$ cat src/rtl/operand_bypass.sv
// operand_bypass
//   Operand forwarding for the EXE stage.
//   Each ALU operand (rs -> opA, rt -> opB) comes from one of three places:
//   the result one instruction ahead (exeValue), the result two instructions
//   ahead (memLatch), or the register file. The Exe path wins when both
//   forward flags are set. If the instruction one ahead is a load whose data
//   has not arrived yet, and an operand wants it, the front of the pipe
//   stalls until loadValid rises.
//
// Ports
//   CLK, RESET                    clock, async active-low reset
//   forwardFromExe2rs/rt          take rs/rt from the result one ahead
//   forwardFromMem2rs/rt          take rs/rt from the result two ahead
//   rsData, rtData                register-file operands for the EXE instruction
//   aluOut, exeIsLoad             result / load flag of the EXE instruction
//   loadData, loadValid           memory read data for the load in MEM
//   opA, opB                      selected operands to the ALU
//   stall                         freeze IF/ID/EXE this cycle
//   stallCycles                   saturating count of stalled cycles

// One operand selector. Exe beats Mem beats the register file.
module bypass_lane #(
    parameter int DATA_W = 32
) (
    input  logic              fwdExe,
    input  logic              fwdMem,
    input  logic [DATA_W-1:0] exeValue,
    input  logic [DATA_W-1:0] memValue,
    input  logic [DATA_W-1:0] regValue,
    output logic [DATA_W-1:0] opValue
);
    always_comb begin
        opValue = regValue;
        if (fwdExe)      opValue = exeValue;
        else if (fwdMem) opValue = memValue;
    end
endmodule

module operand_bypass #(
    parameter int DATA_W = 32
) (
    input  logic              CLK,
    input  logic              RESET,
    input  logic              forwardFromExe2rs,
    input  logic              forwardFromExe2rt,
    input  logic              forwardFromMem2rs,
    input  logic              forwardFromMem2rt,
    input  logic [DATA_W-1:0] rsData,
    input  logic [DATA_W-1:0] rtData,
    input  logic [DATA_W-1:0] aluOut,
    input  logic              exeIsLoad,
    input  logic [DATA_W-1:0] loadData,
    input  logic              loadValid,
    output logic [DATA_W-1:0] opA,
    output logic [DATA_W-1:0] opB,
    output logic              stall,
    output logic [15:0]       stallCycles
);
    localparam int NUM_OPS = 2;  // lane 0 = rs/opA, lane 1 = rt/opB

    typedef enum logic {RUN, LOAD_WAIT} state_t;

    // Forwarding request for one operand.
    typedef struct packed {
        logic fwdExe;
        logic fwdMem;
    } fwdReq_t;

    state_t            state;
    logic [DATA_W-1:0] exeLatch;
    logic              exeLatchIsLoad;
    logic [DATA_W-1:0] memLatch;
    logic [DATA_W-1:0] exeValue;
    logic              hazard;

    fwdReq_t [NUM_OPS-1:0]             req;
    logic    [NUM_OPS-1:0][DATA_W-1:0] regVal;
    logic    [NUM_OPS-1:0][DATA_W-1:0] opVal;

    // A load one ahead has no result of its own; its value is whatever memory
    // returns this cycle.
    assign exeValue = exeLatchIsLoad ? loadData : exeLatch;

    assign req[0]    = '{fwdExe: forwardFromExe2rs, fwdMem: forwardFromMem2rs};
    assign req[1]    = '{fwdExe: forwardFromExe2rt, fwdMem: forwardFromMem2rt};
    assign regVal[0] = rsData;
    assign regVal[1] = rtData;

    for (genvar i = 0; i < NUM_OPS; i++) begin : gLane
        bypass_lane #(.DATA_W(DATA_W)) uLane (
            .fwdExe   (req[i].fwdExe),
            .fwdMem   (req[i].fwdMem),
            .exeValue (exeValue),
            .memValue (memLatch),
            .regValue (regVal[i]),
            .opValue  (opVal[i])
        );
    end

    assign opA = opVal[0];
    assign opB = opVal[1];

    // Only an Exe-forward from an outstanding load can stall; memLatch always
    // holds final data. Release is combinational the cycle loadValid rises.
    assign hazard = (forwardFromExe2rs | forwardFromExe2rt) & exeLatchIsLoad & ~loadValid;
    assign stall  = hazard;

    always_ff @(posedge CLK or negedge RESET) begin
        if (!RESET) begin
            state          <= RUN;
            exeLatch       <= '0;
            exeLatchIsLoad <= 1'b0;
            memLatch       <= '0;
            stallCycles    <= '0;
        end else begin
            case (state)
                RUN:       state <= hazard ? LOAD_WAIT : RUN;
                LOAD_WAIT: state <= hazard ? LOAD_WAIT : RUN;
                default:   state <= RUN;
            endcase

            if (!stall) begin
                exeLatch       <= aluOut;
                exeLatchIsLoad <= exeIsLoad;
                memLatch       <= exeValue;
            end else if (stallCycles != 16'hFFFF) begin
                stallCycles <= stallCycles + 16'd1;
            end
        end
    end
endmodule

$ cat config.mk
export PLATFORM = sky130hd
export DESIGN_NAME = operand_bypass
export DESIGN_NICKNAME = d
export VERILOG_FILES = /design/src/rtl/operand_bypass.sv
export SDC_FILE = /design/constraint.sdc
export NUM_CORES = 1
export LEC_CHECK = 0
export CORE_MARGIN = 2
export CORE_UTILIZATION = 55
export CTS_CLUSTER_DIAMETER = 120
export DETAILED_ROUTE_END_ITERATION = 8
export DONT_BUFFER_PORTS = 1
export PLACE_DENSITY = 0.82
export RECOVER_POWER = 25
export SETUP_SLACK_MARGIN = 0.3
export SKIP_CTS_REPAIR_TIMING = 1
export SLEW_MARGIN = 20
export SYNTH_ARGS = -nofsm -noshare
export SYNTH_HDL_FRONTEND = slang
export SYNTH_HIERARCHICAL = 1
export SYNTH_SLANG_ARGS = --single-unit
$ cat constraint.sdc
create_clock -name CLK -period 1.6 [get_ports CLK]
set_input_delay 0.24 -clock CLK [delete_from_list [all_inputs] [get_ports CLK]]
set_output_delay 0.24 -clock CLK [all_outputs]
set_load 0.02 [all_outputs]
==> summary.txt <==
Outcome
  • Status: complete, but fails checks
  • Violated checks: negative hold slack, negative setup slack

STA
  • Fin crit share: 1.16
  • Worst-margin pin slew: 539 ps
  • Slew Viols, Final: 0
  • Hold slack: -421 ps
  • Max Clk Rate: 0.539 GHz
  • Clk_skew: 8.49 ps
  • Setup TNS: -13900 ps
  • Rel. slew slack: 0.638
  • Tmin final: 1860 ps
  • Final WS setup: -255 ps
  • # setup viols final: 79
  • RSZ-0062 raised after global routing: true
  • Final Hold Fails: 81

Final layout
  • Layout filler cell count: 399
  • Most frequent cells in the layout: nand2_2 (85), dfrtp_1 (73), mux2i_1 (65)
  • Most common cell after layout, fill and taps aside: nand2_2
  • P&R area growth vs syn: 52.0%
  • Final nets: 731
  • Layout cells sized above 1: 0.632

Route
  • DRT Pass-1 Iters: 5
  • Detail Route Antenna Nets: 0
  • Routed WL per cell: 24.9 µm
  • Starting DRT DRC Count: 174
  • Final WL: 17.6 mm
  • Via count: 4537
  • DRC: 0
  • Vias per cell: 6.42

Clock network
  • CTS sink cnt: 81
  • Clk root buf: clkbuf_8
  • Clk buf depth: 2
  • CTS Buf Count: 9
  • H-tree lvl count: 3
  • Worst-path clk slew: 90 ps
  • CTS tree: built
  • Worst skew pair latency: 340 ps

Place
  • # port buffers: 0
  • Hpwl dp: 9.85 mm
  • RePlAce Congestion: 0.850

Die
  • Die Height: 99.9 µm
  • Core area: 8810 µm²
  • Full die area: 9980 µm²
  • Site row count: 34
  • Starting Density: 0.574
  • Die X: 99.9 µm
  • # IOs: 217

Critical path
  • Critical Path AT: 1620 ps
  • Worst-path maximum fanout: 7
  • Setup crit start kind: flip-flop
  • Worst EP required: 1360 ps
  • Element type at the critical path end: output pin
  • CP cell instances: buf_12 -> buf_12 -> mux2_4 -> nand2_2 -> o21ai_4
  • CP max stage cell: dfrtp_2
  • CP peak stage delay: 460 ps
  • WS Path Type: reg -> out
  • Top cell by count, worst path: buf_12

Global route
  • Met3 global-route usage: 0.0634
  • Global router's overall resource usage: 0.264
  • Grt total ovfl: 0
  • Met1 usage: 0.310
  • Initial antenna violation count: 1
  • Largest net degree at the start of global routing: 82
  • Vias in the first global route: 4225
  • Layer carrying the most global-route usage: met2
  • GR Layer Usage met2: 0.476
  • First-pass GRT wire length: 21.0 mm

Pwr
  • Cell area power density: 915 nW/µm²
  • Leak: 3.52 nW
  • Largest vdd supply drop: 0.897 mV

Synthesis
  • Synth Instances: 538
  • Cell variety after synth: 37
  • Synth Cell Area: 5060 µm²
  • Post-synthesis sequential area ratio: 0.401
  • Synth warn: 6
  • Flops & latches, synth: 81
  • Post-Syn Nets: 675
  • Post-synth ARST share: 1.00
  • Avg Inst Size Synth: 9.40 µm²
  • Number of flops mapped to enable cells by yosys: 0
  • Ys flop type: dfrtp_1

Job
  • Max Cap Viol: 0

Hold path
  • HP Class: in -> async
==> where the power goes <==
group / total (mW) / internal [mW] / switching [mW] / leakage [nW]
Clock: 1.65 / 0.914 / 0.738 / 0.106
Combinational: 2.73 / 1.25 / 1.48 / 2.45
Sequential: 2.65 / 2.34 / 0.316 / 0.967
==> cell usage after synthesis (2+ instances only) <==
cell      number  share of area
nand2_1      164           0.12
dfrtp_1       81           0.40
mux2i_1       65           0.13
mux2_2        64           0.14
o21ai_1       56          0.055
buf_2         22          0.022
a21oi_1        7         0.0069
clkbuf_1       7         0.0052
xnor2_1        7          0.012
buf_12         6          0.024
nand3_1        6         0.0059
nor2_1         5         0.0037
o21ai_0        5         0.0049
nand4_1        4         0.0049
o21ai_2        4         0.0069
and3_1         3         0.0037
buf_6          3         0.0067
inv_1          3         0.0022
and2_1         2         0.0025
mux2_1         2         0.0045
nand2b_1       2         0.0025
nand3_2        2         0.0040
nor4_2         2         0.0049
o211ai_1       2         0.0030
o21a_1         2         0.0030
==> cells by family (layout without fill, tap and decap cells) <==
| family | after synthesis | count (layout) | synth area share |
|---|---|---|---|
| other | 0 | 1 | 0 |
| and+or+nand+nor | 196 | 196 | 0.162 |
| muxes | 131 | 131 | 0.276 |
| AOI/OAI and AO/OA | 79 | 79 | 0.0846 |
| DFF | 81 | 81 | 0.401 |
| xor gates and xnor gates | 8 | 8 | 0.0139 |
| adders and majority gates | 1 | 1 | 0.00247 |
| buffers and inverters | 42 | 102 | 0.0604 |
==> metal layers <==
metal	wire length [µm]	vias to the layer above
met2	9390	213
met1	6800	2327
met4	343	0
met5	0	-
li1	-	1968
met3	1080	29
==> sequential cells by signal (all words and copies together) (netlist names) <==
signal	flops
exeLatchIsLoad	1
memLatch	32
stallCycles	16
exeLatch	32
==> through the flow <==
step,std cells,total power [mW],setup WS (ps),instance area (µm²),utilization
finish,707,7.03,-255,7690,0.873
global route,707,7.26,-282,7690,0.873
CTS,657,6.29,-256,6400,0.727
detailed placement,642,4.69,-13.6,6190,0.703
global placement,642,4.58,32.7,6190,0.703
floorplan,538,4.44,-37.0,6190,-
==> worst paths after layout <==
path | start | end | slack (ps) | cells after the start
setup / recovery | exeLatchIsLoad | opA[6] | -260 | 5
hold / removal | RESET | stallCycles[15] | -420 | 0
setup reg to reg | stallCycles[14] | stallCycles[9] | -110 | 4
hold reg to reg | exeLatch[12] | exeLatch[12] | 480 | 2
max in group asynchronous | RESET | stallCycles[8] | 1840 | 0
min in group CLK | aluOut[31] | exeLatch[31] | 0 | 2
==> critical path: cells and delay by family (launching register included) <==
kind	cells	cell delay, ps
flip-flops	1	460
multiplexers	1	320
AND/OR/NAND/NOR	1	100
buffers and inverters	2	300
AO/OA/AOI/OAI	1	80
==> area by class of cell <==
cell class,instances,area (µm²),area share
Timing Repair Buffer,83,1020,0.132
Tap cell,108,135,0.0176
Sequential cell,81,2040,0.265
Antenna cell,1,2.50,0.000326
Multi-Input combinational cell,415,4260,0.555
Clock buffer,12,145,0.0189
Clock inverter,3,65.1,0.00846
Inverter,4,22.5,0.00293
Power figures use the tool's default switching activity.
